==> config.mk <==
export PLATFORM = sky130hd
export DESIGN_NAME = pic_control_logic_param
export DESIGN_NICKNAME = d
export VERILOG_FILES = /design/src/rtl/pic_pkg.sv /design/src/rtl/pic_ack_sequencer.sv /design/src/rtl/pic_control_logic_param.sv
export SDC_FILE = /design/constraint.sdc
export NUM_CORES = 1
export LEC_CHECK = 0
export CELL_PAD_IN_SITES_DETAIL_PLACEMENT = 1
export CELL_PAD_IN_SITES_GLOBAL_PLACEMENT = 1
export CORE_ASPECT_RATIO = 1.25
export CORE_MARGIN = 4
export CORE_UTILIZATION = 25
export CTS_CLUSTER_SIZE = 40
export DETAILED_ROUTE_END_ITERATION = 8
export PLACE_DENSITY = 0.63
export SYNTH_ARGS = -nofsm -noshare
export SYNTH_HDL_FRONTEND = slang
export SYNTH_HIERARCHICAL = 1
export SYNTH_SLANG_ARGS = --single-unit
==> constraint.sdc <==
create_clock -name clock -period 3.17 [get_ports clock]
set_input_delay 0.317 -clock clock [delete_from_list [all_inputs] [get_ports clock]]
set_output_delay 0.317 -clock clock [all_outputs]
set_load 0.02 [all_outputs]
==> src/rtl/pic_pkg.sv <==
// Shared types, opcodes and index helpers for the parametrised interrupt-controller control logic.
package pic_pkg;

  typedef enum logic [2:0] {IDLE, WAIT_ICW2, WAIT_ICW3, WAIT_ICW4, READY} init_state_e;
  typedef enum logic [1:0] {A_IDLE, A_1, A_2, A_3} ack_state_e;

  localparam logic [7:0] CALL_OPCODE = 8'hCD;

  localparam logic [2:0] OCW2_NS_EOI     = 3'b001;
  localparam logic [2:0] OCW2_SP_EOI     = 3'b011;
  localparam logic [2:0] OCW2_ROT_NS_EOI = 3'b101;
  localparam logic [2:0] OCW2_ROT_SP_EOI = 3'b111;
  localparam logic [2:0] OCW2_SET_PRI    = 3'b110;

  // Both helpers work on the widest (8-channel) form; callers size-cast to their width.
  function automatic logic [2:0] onehot2idx(input logic [7:0] onehot);
    logic [2:0] idx;
    idx = '0;
    for (int i = 0; i < 8; i++) begin
      if (onehot[i]) idx = 3'(i);
    end
    return idx;
  endfunction

  function automatic logic [7:0] idx2onehot(input logic [2:0] idx);
    return 8'b1 << idx;
  endfunction

endpackage

==> src/rtl/pic_ack_sequencer.sv <==
// INTA edge detection, acknowledge FSM and vector-byte formatting.
module pic_ack_sequencer
  import pic_pkg::*;
#(
  parameter int NUM_IRQ = 8,
  parameter int IDX_W   = $clog2(NUM_IRQ)
) (
  input  logic               clock,
  input  logic               reset,
  input  logic               abort_i,
  input  logic               init_done_i,
  input  logic               inta_n_i,
  input  logic [NUM_IRQ-1:0] interrupt_i,
  input  logic               ltim_i,
  input  logic               adi_i,
  input  logic               upm_i,
  input  logic               aeoi_i,
  input  logic [2:0]         a7_5_i,
  input  logic [7:0]         icw2_i,
  input  logic               cd_en_i,
  input  logic               vec_en_i,
  output logic               interrupt_to_cpu_o,
  output logic               freeze_o,
  output logic               latch_in_service_o,
  output logic [NUM_IRQ-1:0] clear_interrupt_request_o,
  output logic [NUM_IRQ-1:0] eoi_o,
  output logic [IDX_W-1:0]   ack_idx_o,
  output logic               oe_o,
  output logic [7:0]         data_o
);

  ack_state_e         state_q, state_d;
  logic               inta_q;
  logic [IDX_W-1:0]   idx_q, idx_d;
  logic [NUM_IRQ-1:0] onehot_q, onehot_d;
  logic               int_hold_q, int_hold_d;
  logic               latch_q, latch_d;
  logic [NUM_IRQ-1:0] clr_q, clr_d, eoi_q, eoi_d;
  logic               oe_q, oe_d;
  logic [7:0]         data_q, data_d;
  logic               fall, rise, start, final_edge;
  logic [2:0]         idx3;
  logic [7:0]         vec80, vec86;

  assign fall  = inta_q & ~inta_n_i;
  assign rise  = ~inta_q & inta_n_i;
  assign idx3  = 3'(idx_q);
  assign vec80 = adi_i ? {a7_5_i, idx3, 2'b00} : {a7_5_i[2:1], idx3, 3'b000};
  assign vec86 = {icw2_i[7:IDX_W], idx_q};

  always_comb begin
    state_d    = state_q;
    idx_d      = idx_q;
    onehot_d   = onehot_q;
    int_hold_d = int_hold_q;
    latch_d    = 1'b0;
    clr_d      = '0;
    eoi_d      = '0;
    oe_d       = 1'b0;
    data_d     = '0;
    start      = 1'b0;
    final_edge = 1'b0;

    case (state_q)
      A_IDLE: if (fall && init_done_i) begin
        state_d = A_1;
        start   = 1'b1;
      end
      A_1: if (fall) state_d = A_2;
      A_2: begin
        if (upm_i) begin
          if (rise) begin
            state_d    = A_IDLE;
            final_edge = 1'b1;
          end
        end else if (fall) begin
          state_d = A_3;
        end
      end
      A_3: if (rise) begin
        state_d    = A_IDLE;
        final_edge = 1'b1;
      end
      default: state_d = A_IDLE;
    endcase

    // An empty request at the first pulse is spurious: report the lowest level, latch nothing.
    if (start) begin
      int_hold_d = |interrupt_i;
      onehot_d   = interrupt_i;
      idx_d      = (|interrupt_i) ? IDX_W'(onehot2idx(8'(interrupt_i))) : IDX_W'(NUM_IRQ - 1);
      latch_d    = |interrupt_i;
      clr_d      = ltim_i ? '0 : interrupt_i;
    end

    if (final_edge && aeoi_i) eoi_d = onehot_q;

    if (!inta_n_i) begin
      case (state_d)
        A_1: if (!upm_i && cd_en_i) begin
          oe_d   = 1'b1;
          data_d = CALL_OPCODE;
        end
        A_2: if (vec_en_i) begin
          oe_d   = 1'b1;
          data_d = upm_i ? vec86 : vec80;
        end
        A_3: if (vec_en_i) begin
          oe_d   = 1'b1;
          data_d = icw2_i;
        end
        default: ;
      endcase
    end

    if (abort_i) begin
      state_d    = A_IDLE;
      int_hold_d = 1'b0;
      latch_d    = 1'b0;
      clr_d      = '0;
      eoi_d      = '0;
      oe_d       = 1'b0;
      data_d     = '0;
    end
  end

  always_ff @(posedge clock or posedge reset) begin
    if (reset) begin
      state_q    <= A_IDLE;
      inta_q     <= 1'b0;
      idx_q      <= '0;
      onehot_q   <= '0;
      int_hold_q <= 1'b0;
      latch_q    <= 1'b0;
      clr_q      <= '0;
      eoi_q      <= '0;
      oe_q       <= 1'b0;
      data_q     <= '0;
    end else begin
      state_q    <= state_d;
      inta_q     <= inta_n_i;
      idx_q      <= idx_d;
      onehot_q   <= onehot_d;
      int_hold_q <= int_hold_d;
      latch_q    <= latch_d;
      clr_q      <= clr_d;
      eoi_q      <= eoi_d;
      oe_q       <= oe_d;
      data_q     <= data_d;
    end
  end

  assign interrupt_to_cpu_o        = (state_q == A_IDLE) ? (init_done_i & |interrupt_i) : int_hold_q;
  assign freeze_o                  = (state_q != A_IDLE);
  assign latch_in_service_o        = latch_q;
  assign clear_interrupt_request_o = clr_q;
  assign eoi_o                     = eoi_q;
  assign ack_idx_o                 = idx_q;
  assign oe_o                      = oe_q;
  assign data_o                    = data_q;

endmodule

==> src/rtl/pic_control_logic_param.sv <==
// Control logic top: ICW init sequencer, OCW2 EOI/rotate decode and cascade steering.
module pic_control_logic_param
  import pic_pkg::*;
#(
  parameter int NUM_IRQ   = 8,
  parameter int IDX_W     = $clog2(NUM_IRQ),
  parameter int CASCADE_W = 3
) (
  input  logic                 clock,
  input  logic                 reset,
  input  logic                 interrupt_acknowledge_n,
  input  logic [7:0]           internal_data_bus,
  input  logic                 write_initial_command_word_1,
  input  logic                 write_initial_command_word_2_4,
  input  logic                 write_operation_control_word_2,
  input  logic                 slave_program_n,
  input  logic [CASCADE_W-1:0] cascade_in,
  input  logic [NUM_IRQ-1:0]   interrupt,
  input  logic [NUM_IRQ-1:0]   highest_level_in_service,
  output logic                 interrupt_to_cpu,
  output logic                 freeze,
  output logic                 latch_in_service,
  output logic [NUM_IRQ-1:0]   clear_interrupt_request,
  output logic [NUM_IRQ-1:0]   end_of_interrupt,
  output logic [IDX_W-1:0]     priority_rotate,
  output logic                 level_or_edge_triggered_config,
  output logic                 special_fully_nest_config,
  output logic [CASCADE_W-1:0] cascade_out,
  output logic                 out_control_logic_data,
  output logic [7:0]           control_logic_data,
  output logic                 init_done
);

  init_state_e        init_q, init_d;
  logic               ltim_q, ltim_d, adi_q, adi_d, sngl_q, sngl_d, ic4_q, ic4_d;
  logic               upm_q, upm_d, aeoi_q, aeoi_d, sfnm_q, sfnm_d;
  logic [2:0]         a7_5_q, a7_5_d;
  logic [7:0]         icw2_q, icw2_d, icw3_q, icw3_d;
  logic [IDX_W-1:0]   rot_q, rot_d;
  logic [NUM_IRQ-1:0] ocw_eoi_q, ocw_eoi_d;

  logic [IDX_W-1:0]   l_idx, hlis_idx, ack_idx;
  logic [NUM_IRQ-1:0] l_onehot, seq_eoi;
  logic               slave, cascaded_master, cd_en, vec_en;

  assign l_idx    = internal_data_bus[IDX_W-1:0];
  assign l_onehot = NUM_IRQ'(idx2onehot(3'(l_idx)));
  assign hlis_idx = IDX_W'(onehot2idx(8'(highest_level_in_service)));

  always_comb begin
    init_d    = init_q;
    ltim_d    = ltim_q;
    adi_d     = adi_q;
    sngl_d    = sngl_q;
    ic4_d     = ic4_q;
    upm_d     = upm_q;
    aeoi_d    = aeoi_q;
    sfnm_d    = sfnm_q;
    a7_5_d    = a7_5_q;
    icw2_d    = icw2_q;
    icw3_d    = icw3_q;
    rot_d     = rot_q;
    ocw_eoi_d = '0;

    if (write_initial_command_word_1) begin
      init_d = WAIT_ICW2;
      ltim_d = internal_data_bus[3];
      adi_d  = internal_data_bus[2];
      sngl_d = internal_data_bus[1];
      ic4_d  = internal_data_bus[0];
      a7_5_d = internal_data_bus[7:5];
      upm_d  = 1'b0;
      aeoi_d = 1'b0;
      sfnm_d = 1'b0;
      rot_d  = IDX_W'(NUM_IRQ - 1);
    end else if (write_initial_command_word_2_4) begin
      case (init_q)
        WAIT_ICW2: begin
          icw2_d = internal_data_bus;
          init_d = !sngl_q ? WAIT_ICW3 : (ic4_q ? WAIT_ICW4 : READY);
        end
        WAIT_ICW3: begin
          icw3_d = internal_data_bus;
          init_d = ic4_q ? WAIT_ICW4 : READY;
        end
        WAIT_ICW4: begin
          upm_d  = internal_data_bus[0];
          aeoi_d = internal_data_bus[1];
          sfnm_d = internal_data_bus[4];
          init_d = READY;
        end
        default: ;
      endcase
    end else if (write_operation_control_word_2 && init_q == READY) begin
      case (internal_data_bus[7:5])
        OCW2_NS_EOI: ocw_eoi_d = highest_level_in_service;
        OCW2_SP_EOI: ocw_eoi_d = l_onehot;
        OCW2_ROT_NS_EOI: begin
          ocw_eoi_d = highest_level_in_service;
          if (|highest_level_in_service) rot_d = hlis_idx;
        end
        OCW2_ROT_SP_EOI: begin
          ocw_eoi_d = l_onehot;
          rot_d     = l_idx;
        end
        OCW2_SET_PRI: rot_d = l_idx;
        default: ;
      endcase
    end
  end

  always_ff @(posedge clock or posedge reset) begin
    if (reset) begin
      init_q    <= IDLE;
      ltim_q    <= 1'b0;
      adi_q     <= 1'b0;
      sngl_q    <= 1'b0;
      ic4_q     <= 1'b0;
      upm_q     <= 1'b0;
      aeoi_q    <= 1'b0;
      sfnm_q    <= 1'b0;
      a7_5_q    <= '0;
      icw2_q    <= '0;
      icw3_q    <= '0;
      rot_q     <= IDX_W'(NUM_IRQ - 1);
      ocw_eoi_q <= '0;
    end else begin
      init_q    <= init_d;
      ltim_q    <= ltim_d;
      adi_q     <= adi_d;
      sngl_q    <= sngl_d;
      ic4_q     <= ic4_d;
      upm_q     <= upm_d;
      aeoi_q    <= aeoi_d;
      sfnm_q    <= sfnm_d;
      a7_5_q    <= a7_5_d;
      icw2_q    <= icw2_d;
      icw3_q    <= icw3_d;
      rot_q     <= rot_d;
      ocw_eoi_q <= ocw_eoi_d;
    end
  end

  // A master whose acknowledged level has a slave hands the vector bytes to that slave.
  assign slave           = ~slave_program_n;
  assign cascaded_master = ~sngl_q & slave_program_n & icw3_q[ack_idx];
  assign cd_en           = ~slave;
  assign vec_en          = slave ? (cascade_in == icw3_q[CASCADE_W-1:0]) : ~cascaded_master;

  pic_ack_sequencer #(
    .NUM_IRQ (NUM_IRQ),
    .IDX_W   (IDX_W)
  ) u_ack (
    .clock                     (clock),
    .reset                     (reset),
    .abort_i                   (write_initial_command_word_1),
    .init_done_i               (init_done),
    .inta_n_i                  (interrupt_acknowledge_n),
    .interrupt_i               (interrupt),
    .ltim_i                    (ltim_q),
    .adi_i                     (adi_q),
    .upm_i                     (upm_q),
    .aeoi_i                    (aeoi_q),
    .a7_5_i                    (a7_5_q),
    .icw2_i                    (icw2_q),
    .cd_en_i                   (cd_en),
    .vec_en_i                  (vec_en),
    .interrupt_to_cpu_o        (interrupt_to_cpu),
    .freeze_o                  (freeze),
    .latch_in_service_o        (latch_in_service),
    .clear_interrupt_request_o (clear_interrupt_request),
    .eoi_o                     (seq_eoi),
    .ack_idx_o                 (ack_idx),
    .oe_o                      (out_control_logic_data),
    .data_o                    (control_logic_data)
  );

  assign init_done                      = (init_q == READY);
  assign end_of_interrupt               = ocw_eoi_q | seq_eoi;
  assign priority_rotate                = rot_q;
  assign level_or_edge_triggered_config = ltim_q;
  assign special_fully_nest_config      = sfnm_q;
  assign cascade_out                    = (freeze && cascaded_master) ? CASCADE_W'(ack_idx) : '0;

endmodule
**After elaboration in Yosys (flattened, before gate mapping)**

Cells that the tools add are included.

- Mux-type cells: 77
- Shift operators: 1
- Reductions and logical operators: 25
- Eq/ne operators: 18
- $lt $le $gt $ge: 1
- Bitwise operators: 11

Operators by type and width:

| kind | number |
|---|---|
| $mux W8 | 14 |
| $mux W3 | 20 |
| $mux W1 | 26 |
| $pmux W8 S3 | 1 |
| $mux W2 | 8 |
| $pmux W8 S2 | 1 |
| $reduce_or A8 Y1 | 2 |
| $eq A3 B3 Y1 const B | 4 |
| $reduce_bool A2 Y1 | 5 |
| $eq A3 B2 Y1 const B | 3 |
| $pmux W3 S3 | 1 |
| $eq A2 B2 Y1 const B | 4 |
| $or A8 B8 Y8 | 1 |
| $pmux W2 S4 | 1 |
| $reduce_or A2 Y1 | 4 |
| $shl A1 B3 Y8 const A | 1 |
| $eq A3 B1 Y1 const B | 2 |
| $mux W6 | 1 |
| $pmux W3 S2 | 1 |
| $reduce_and A3 Y1 | 2 |
| $and A1 B1 Y1 | 5 |
| $logic_and A1 B1 Y1 | 5 |
| $not A1 Y1 | 5 |
| $eq A2 B1 Y1 const B | 2 |
| other kinds (12) | 14 |

- Output and inout port bits: 37
- Logic and storage cells: 156
- Input bits: 34
- Register bits after elaboration: 81

**Logic depth before layout (Yosys ltp)**

Gate-level depths: netlist of the first run.

- Depth in word-level cells: 12
- Gate-level depth with buffers: 8
- Gate-level depth less buffers: 7

**By module**

The synthesis of the first run kept the hierarchy.

By module, submodules not included:

| module | cells an instance | times used | area an instance (µm²) | seq. area each (µm²) |
|---|---|---|---|---|
| pic_control_logic_param | 180 | 1 | 1988.2 | 1004.7 |
| pic_ack_sequencer | 166 | 1 | 1823.0 | 1026.0 |

**Worst setup path before layout of the first run**

Ideal clock, no wire load.

- Path type: flip-flop to flip-flop
- Start point: register u_ack.idx_q[2] (netlist: u_ack/ack_idx_o[2])
- End point: register u_ack.data_q[2] (netlist: u_ack/data_o[2])
- Arrival time: 2.070 ns
- Clock period less this slack: 2.188 ns
- Setup time: 0.119 ns
- Required time: 3.051 ns
- Path buffers: 1
- Stages on the path, launching flop included: 9
- Slack: 0.982 ns
- Path through: dfrtp_1 -> clkbuf_1 -> mux2i_1 -> mux2_2 -> a2111oi_0 -> a21oi_1 -> a21boi_2 -> and3_1 -> o21a_1

- Word-level cells in the longest chain between the ends: 9
- Elaborated cells on any way between the ends: 11
- Those cells by class: mux: 9; bitwise: 2

Ends and longest elaborated chain:

| what | RTL line | source |
|---|---|---|
| start: declaration | pic_ack_sequencer.sv:34 | `logic [IDX_W-1:0] idx_q, idx_d;` |
| start signal: assignment | pic_ack_sequencer.sv:142 | `idx_q <= idx_d;` |
| $bmux W1 S3 (*) | pic_control_logic_param.sv:146 | `assign cascaded_master = ~sngl_q & slave_program_n & icw3_q[ack_idx];` |
| $mux W1 (not written as such) (*) | pic_control_logic_param.sv:146 |  |
| $and A1 B1 Y1 (*) | pic_control_logic_param.sv:146 |  |
| $not A1 Y1 (*) | pic_control_logic_param.sv:148 | `assign vec_en = slave ? (cascade_in == icw3_q[CASCADE_W-1:0]) : ~cascaded_master;` |
| $mux W1 (*) | pic_control_logic_param.sv:148 |  |
| net vec_en | pic_control_logic_param.sv:44 | `logic slave, cascaded_master, cd_en, vec_en;` |
| $mux W8 (on tied branches) | pic_ack_sequencer.sv:108, pic_ack_sequencer.sv:104 |  |
| $pmux W8 S3 (*) | pic_ack_sequencer.sv:99 | `case (state_d)` |
| $mux W8 (*) | pic_ack_sequencer.sv:98 | `if (!inta_n_i) begin` |
| $mux W8 (*) | pic_ack_sequencer.sv:116 | `if (abort_i) begin` |
| net u_ack.data_d[2] | pic_ack_sequencer.sv:40 | `logic [7:0] data_q, data_d;` |
| end signal: assignment | pic_ack_sequencer.sv:149 | `data_q <= data_d;` |
| end: declaration | pic_ack_sequencer.sv:40 |  |

Mark *: on every way through the listed nets, which the timed path passes. The rest lies on a longest branch. The select of a mux whose other input is x is not followed.
A chain may end at the register's enable or synchronous reset.

**Worst setup path after layout of the first run**

- Start point: register u_ack.idx_q[2] (netlist: u_ack/ack_idx_o[2])
- End point: output cascade_out[1]

- Word-level cells in the longest chain between the ends: 5

Ends and longest elaborated chain:

| what | RTL line | source |
|---|---|---|
| $bmux W1 S3 | pic_control_logic_param.sv:146 |  |
| $mux W1 (not written as such) | pic_control_logic_param.sv:146 |  |
| $and A1 B1 Y1 | pic_control_logic_param.sv:146 |  |
| $logic_and A1 B1 Y1 | pic_control_logic_param.sv:183 | `assign cascade_out = (freeze && cascaded_master) ? CASCADE_W'(ack_idx) : '0;` |
| $mux W3 | pic_control_logic_param.sv:183 |  |
| end: declaration | pic_control_logic_param.sv:28 | `output logic [CASCADE_W-1:0] cascade_out,` |

No other way between the ends. The select of a mux whose other input is x is not followed.

==> metrics, run 1 <==
reg-to-reg critical path endpoint=u_ack/data_o[4]; sequential share of the synthesized area=53.3%; Routed Wire Length=10900 um; Tmin final=between 2 and 3 ns; Final HPWL DP=8250 um; Post-CTS Setup Bufs=0; commonest register cell after synthesis=dfrtp_1; fin nets=around 460; most common cell after layout, fill and taps aside=dfrtp_1; Design Area, Final=0.00501 mm^2; Worst Hold Class=in2async; fill count=1644; PortBufs=70; Clock Skew=roughly 0.0094 ns; Initial DRT Pass Iterations=4; Worst Path Max Fanout=11; worst setup margin=0.354 ns; Root Driver=clkbuf_16; via count=2892; final setup violation count=0; Worst path max stage delay=0.65 ns; DR WL/cell=between 15 and 20 um; Place WS=0.661 ns; R2R depth=7; max frequency=355 MHz; hold_buf cts=0; Routed Antenna Nets=0; max-cap violations=0; leak pwr=2.17 nW; PD cells=527 mW/mm^2; r2r setup slk=around 0.61 ns; Slowest-stage cell, CP=clkdlybuf4s50_1; first-pass GRT wire length=between 15000 and 20000 um; CP required=2.85 ns; startpoint types=flop; drt drc=0; H-tree depth=3; I/O pin count=71; net count after synthesis=380; Initial Utilization=between 20% and 30%; Area Overhead vs Synth=31.4%; Fin. Hold Viols=0; Crit. End Element=output port; Die Y=146 um; critical path, cell by cell=mux2i_1 -> mux2_2 -> a211o_1 -> nor3_1 -> clkdlybuf4s50_1; Post-synth ARST share=100%; Starting DRT DRC Count=around 120; layout cell share with drive strength beyond 1=about a fifth; Slew @ Worst Pin=0.517 ns; critical path arrival=2.50 ns; GP Congestion=0.777; unique cell type count in the Yosys netlist=56; die area=0.0173 mm^2; Overall Global Routing Usage=12.9%; Mean Syn Cell Area=11.0 um^2; Max-slew headroom=64.7%; WS Path Type=reg2out; cell row count=50; largest net degree at the start of global routing=42; number of global-route vias before repair=about 3.2k; total core area=0.0150 mm^2; RSZ-0062 raised after global routing=no; fin crit share=88.8%; most frequent cells in the layout=dfrtp_1, clkdlybuf4s50_1, mux2_2; Die X-Extent=118 um; Slew Viols, Final=0; CTS tree=yes; clk sinks=81; Setup TNS=0 ns; clk slew on worst S/H paths=0.06 ns; initial antenna violation count=0; status=finished, final reports clean; post-cts sizing count=0; Yosys reg bits=81; placed inst area=approximately 0.0047 mm^2; cell count after synthesis=about 350; Num CTS Buffers=9; worst reg2reg startpoint=u_ack/ack_idx_o[2]; via/cell ratio=4.76; yosys warns=6; remaining global-route overflow=0; synthesized cell area=between 0.003 and 0.004 mm^2; Post-synth EDFFs=0; Peak VDD IR=0.000209 V; Max clock buf depth=2; Worst-Skew Late Latency=about 0.33 ns; n_diodes=0
-- metrics by stage --
step                      utilization (%)  std cells  total power [mW]  hold slack, ns
after CTS                            33.5        608              2.67           0.463
after global routing                 33.5        608              2.78           0.505
final                                33.5        608              2.64           0.441
after detailed placement             31.7        592              1.70           0.471
after floorplan                         -        346              1.51           0.348
after global placement               31.7        592              1.68           0.479
-- cells in the mapped netlist (2+ instances only) --
library cell,instances,area [um^2]
nor4_1,6,37.5
or4_1,2,15.0
a21boi_2,2,22.5
o2111ai_1,2,17.5
o21a_1,2,15.0
a31oi_1,3,18.8
o21ai_0,8,40.0
a22oi_1,6,45.0
and3_1,3,18.8
nand3_1,7,35.0
a21oi_2,2,17.5
o22ai_1,3,18.8
nor2_1,28,105
a32oi_1,2,17.5
o21ai_1,2,10.0
inv_1,15,56.3
nand3b_1,5,37.5
clkbuf_1,7,26.3
dfrtp_1,78,1950
a2111oi_0,3,26.3
dfstp_2,3,78.8
a211oi_1,3,22.5
a21o_1,2,15.0
nand2b_1,7,43.8
mux2i_1,11,110
nand2_1,16,60.1
nor2b_1,9,56.3
nor3_1,5,25.0
mux2_2,32,360
or2_2,10,62.6
xnor2_1,3,26.3
and2_1,16,100
buf_2,5,25.0
a21oi_1,13,65.1
o211ai_1,4,30.0
-- registers in the layout, summed over array words and instances, names as in the netlist, 2 cells and up --
name / cells
icw2_q: 8
u_ack/eoi_o: 8
u_ack/onehot_q: 8
icw3_q: 8
u_ack/clear_interrupt_request_o: 8
init_q: 3
u_ack/state_q: 2
ocw_eoi_q: 8
priority_rotate: 3
u_ack/ack_idx_o: 3
u_ack/data_o: 8
a7_5_q: 3
-- where the power goes --
| part | total (mW) | internal, mW | leakage (nW) | switching [mW] |
|---|---|---|---|---|
| sequential | 1.25 | 1.15 | 1.06 | 0.107 |
| clock | 0.959 | 0.532 | 0.125 | 0.427 |
| combinational | 0.425 | 0.217 | 0.979 | 0.208 |
-- layout make-up --
type | count | area [um^2] | share of cell area [%]
clock inverters | 6 | 45.0 | 0.900
multi-input cells | 235 | 1650 | 33.0
clock buffers | 10 | 229 | 4.57
flip-flops and latches | 81 | 2030 | 40.6
repair buffers | 79 | 768 | 15.3
inverters | 15 | 56.3 | 1.12
well taps | 182 | 228 | 4.55
-- cell families after synthesis --
| kind of cell | Yosys count | share of synthesized area, % |
|---|---|---|
| AND/OR/NAND/NOR | 122 | 17.6 |
| flip-flops | 81 | 53.3 |
| AO/OA/AOI/OAI | 66 | 12.3 |
| multiplexers | 44 | 12.7 |
| buffers and inverters | 30 | 3.41 |
| XOR/XNOR | 3 | 0.690 |
-- critical path: cells and delay by family (launching register included) --
kind	cells	cell delay (ns)
compound gates	1	0.33
buf+inv	1	0.65
flops	1	0.55
mux	2	0.45
simple gates	1	0.19
-- metal layers --
| metal | global-route usage (%) | vias up | part of all wire (%) | wire [um] |
|---|---|---|---|---|
| met1 | 15.0 | 1461 | 42 | 4610 |
| met5 | 0 | - | 0 | 0 |
| met2 | 23.9 | 45 | 54 | 5840 |
| met4 | 3.36 | 0 | 1.1 | 124 |
| li1 | - | 1378 | - | - |
| met3 | 2.91 | 8 | 3.0 | 332 |
-- worst max-delay path by stage --
| stage | start | endpoint | cells past startpoint |
|---|---|---|---|
| floorplan | u_ack/ack_idx_o[2] | u_ack/data_o[2] | 8 |
| global placement | interrupt[2] | interrupt_to_cpu | 6 |
| detailed placement | u_ack/ack_idx_o[2] | cascade_out[1] | 5 |
| CTS | u_ack/ack_idx_o[2] | cascade_out[1] | 5 |
| global route | u_ack/ack_idx_o[2] | cascade_out[1] | 5 |
| finish | u_ack/ack_idx_o[2] | cascade_out[1] | 5 |
(Power assumes the default switching activity.)
==> inputs of run 2 (changes only) <==
- CTS_BUF_LIST: default -> sky130_fd_sc_hd__clkbuf_16
==> metrics, run 2 (synthesis results as in run 1) <==
Root Driver=clkbuf_16; max frequency=355 MHz (about the same); drt drc=0 (unchanged); startpoint types=flop; fin nets=455 (unchanged); PortBufs=70 (unchanged); Die Y=146 um (unchanged); CP required=2.85 ns (about the same); Max-slew headroom=64.7% (unchanged); most common cell after layout, fill and taps aside=dfrtp_1; number of global-route vias before repair=3196 (unchanged); final setup violation count=0 (unchanged); first-pass GRT wire length=17600 um (unchanged); PD cells=526 mW/mm^2 (-0.15%); Num CTS Buffers=9 (unchanged); via/cell ratio=4.77 (+0.21%); Routed Wire Length=10900 um (about the same); Slew Viols, Final=0 (unchanged); Initial Utilization=25.5% (unchanged); via count=2898 (+0.21%); Routed Antenna Nets=0 (unchanged); Peak VDD IR=0.000209 V (about the same); Setup TNS=0 ns (unchanged); DR WL/cell=17.9 um (about the same); most frequent cells in the layout=dfrtp_1, clkdlybuf4s50_1, mux2_2; layout cell share with drive strength beyond 1=19.0% (unchanged); largest net degree at the start of global routing=42 (unchanged); Worst Path Max Fanout=11 (unchanged); RSZ-0062 raised after global routing=no; n_diodes=0 (unchanged); leak pwr=2.17 nW (+0.19%); Fin. Hold Viols=0 (unchanged); Crit. End Element=output port; total core area=0.0150 mm^2 (unchanged); Place WS=0.661 ns (unchanged); Starting DRT DRC Count=115 (unchanged); Max clock buf depth=2 (unchanged); critical path arrival=2.50 ns (about the same); WS Path Type=reg2out; Die X-Extent=118 um (unchanged); worst setup margin=0.356 ns (+0.00140 ns); GP Congestion=0.777 (unchanged); H-tree depth=3 (unchanged); die area=0.0173 mm^2 (unchanged); Overall Global Routing Usage=12.9% (unchanged); clk sinks=81 (unchanged); max-cap violations=0 (unchanged); clk slew on worst S/H paths=0.06 ns (about the same); remaining global-route overflow=0 (unchanged); Worst Hold Class=in2async; initial antenna violation count=0 (unchanged); I/O pin count=71 (unchanged); post-cts sizing count=0 (unchanged); Slew @ Worst Pin=0.517 ns (+0.000000238 ns); status=finished, final reports clean; Tmin final=2.81 ns (-0.00140 ns); Post-CTS Setup Bufs=0 (unchanged); Worst-Skew Late Latency=0.33 ns (about the same); cell row count=50 (unchanged); Clock Skew=0.00836 ns (-0.00107 ns); R2R depth=7 (unchanged); CTS tree=yes; Initial DRT Pass Iterations=4 (unchanged); Area Overhead vs Synth=31.4% (unchanged); fin crit share=88.8% (about the same); hold_buf cts=0 (unchanged); Final HPWL DP=8250 um (unchanged)
==> run 2: changes by cell type in the layout (fill, tap and decap cells not counted), sizes merged <==
cell,change
inv,+1
clkbuf,-1
==> run 2: final timing paths <==
path / endpoint / slack (ns) / start
max reg2reg: u_ack/data_o[4] / 0.61 / u_ack/ack_idx_o[2]
min reg2reg: u_ack/eoi_o[7] / 0.50 / u_ack/onehot_q[7]
max in group asynchronous: priority_rotate[0] / 2.34 / reset
min in group clock: u_ack/eoi_o[7] / 0.50 / u_ack/onehot_q[7]
max: cascade_out[1] / 0.36 / u_ack/ack_idx_o[2]
min: u_ack/eoi_o[0] / 0.44 / reset
==> run 2: critical path, stage by stage (launching register included) <==
cell,delay (ns)
dfrtp_1,0.55
mux2i_1,0.14
mux2_2,0.31
a211o_1,0.33
nor3_1,0.19
clkdlybuf4s50_1,0.65
==> run 2: through the flow <==
step                      area (um^2)  utilization, %  hold slack, ns  power (mW)  instances
final                            5010            33.5           0.441        2.63        608
after global routing             5010            33.5           0.505        2.78        608
after CTS                        5010            33.5           0.463        2.67        608
after detailed placement         4730            31.7           0.471        1.70        592
after global placement           4730            31.7           0.479        1.68        592
after floorplan                  3810               -           0.348        1.51        346
==> run 2: area by class of cell <==
class	instances	area [um^2]
clock buffers	9	225
flip-flops and latches	81	2030
multi-input cells	235	1650
inverters	15	56.3
fillers	1644	9940
well taps	182	228
repair buffers	79	768
clock inverters	7	48.8
==> run 2: report_power, final <==
group	leakage [nW]	switching [mW]	internal, mW
Combinational	0.979	0.208	0.217
Clock	0.129	0.427	0.529
Sequential	1.06	0.106	1.15
==> run 2: routing by layer <==
metal / wire [um] / up-vias / global-route usage, %
met2: 5820 / 49 / 23.9
met5: 0 / - / 0
met4: 124 / 0 / 3.36
met3: 363 / 8 / 2.91
met1: 4600 / 1462 / 15.0
li1: - / 1379 / -
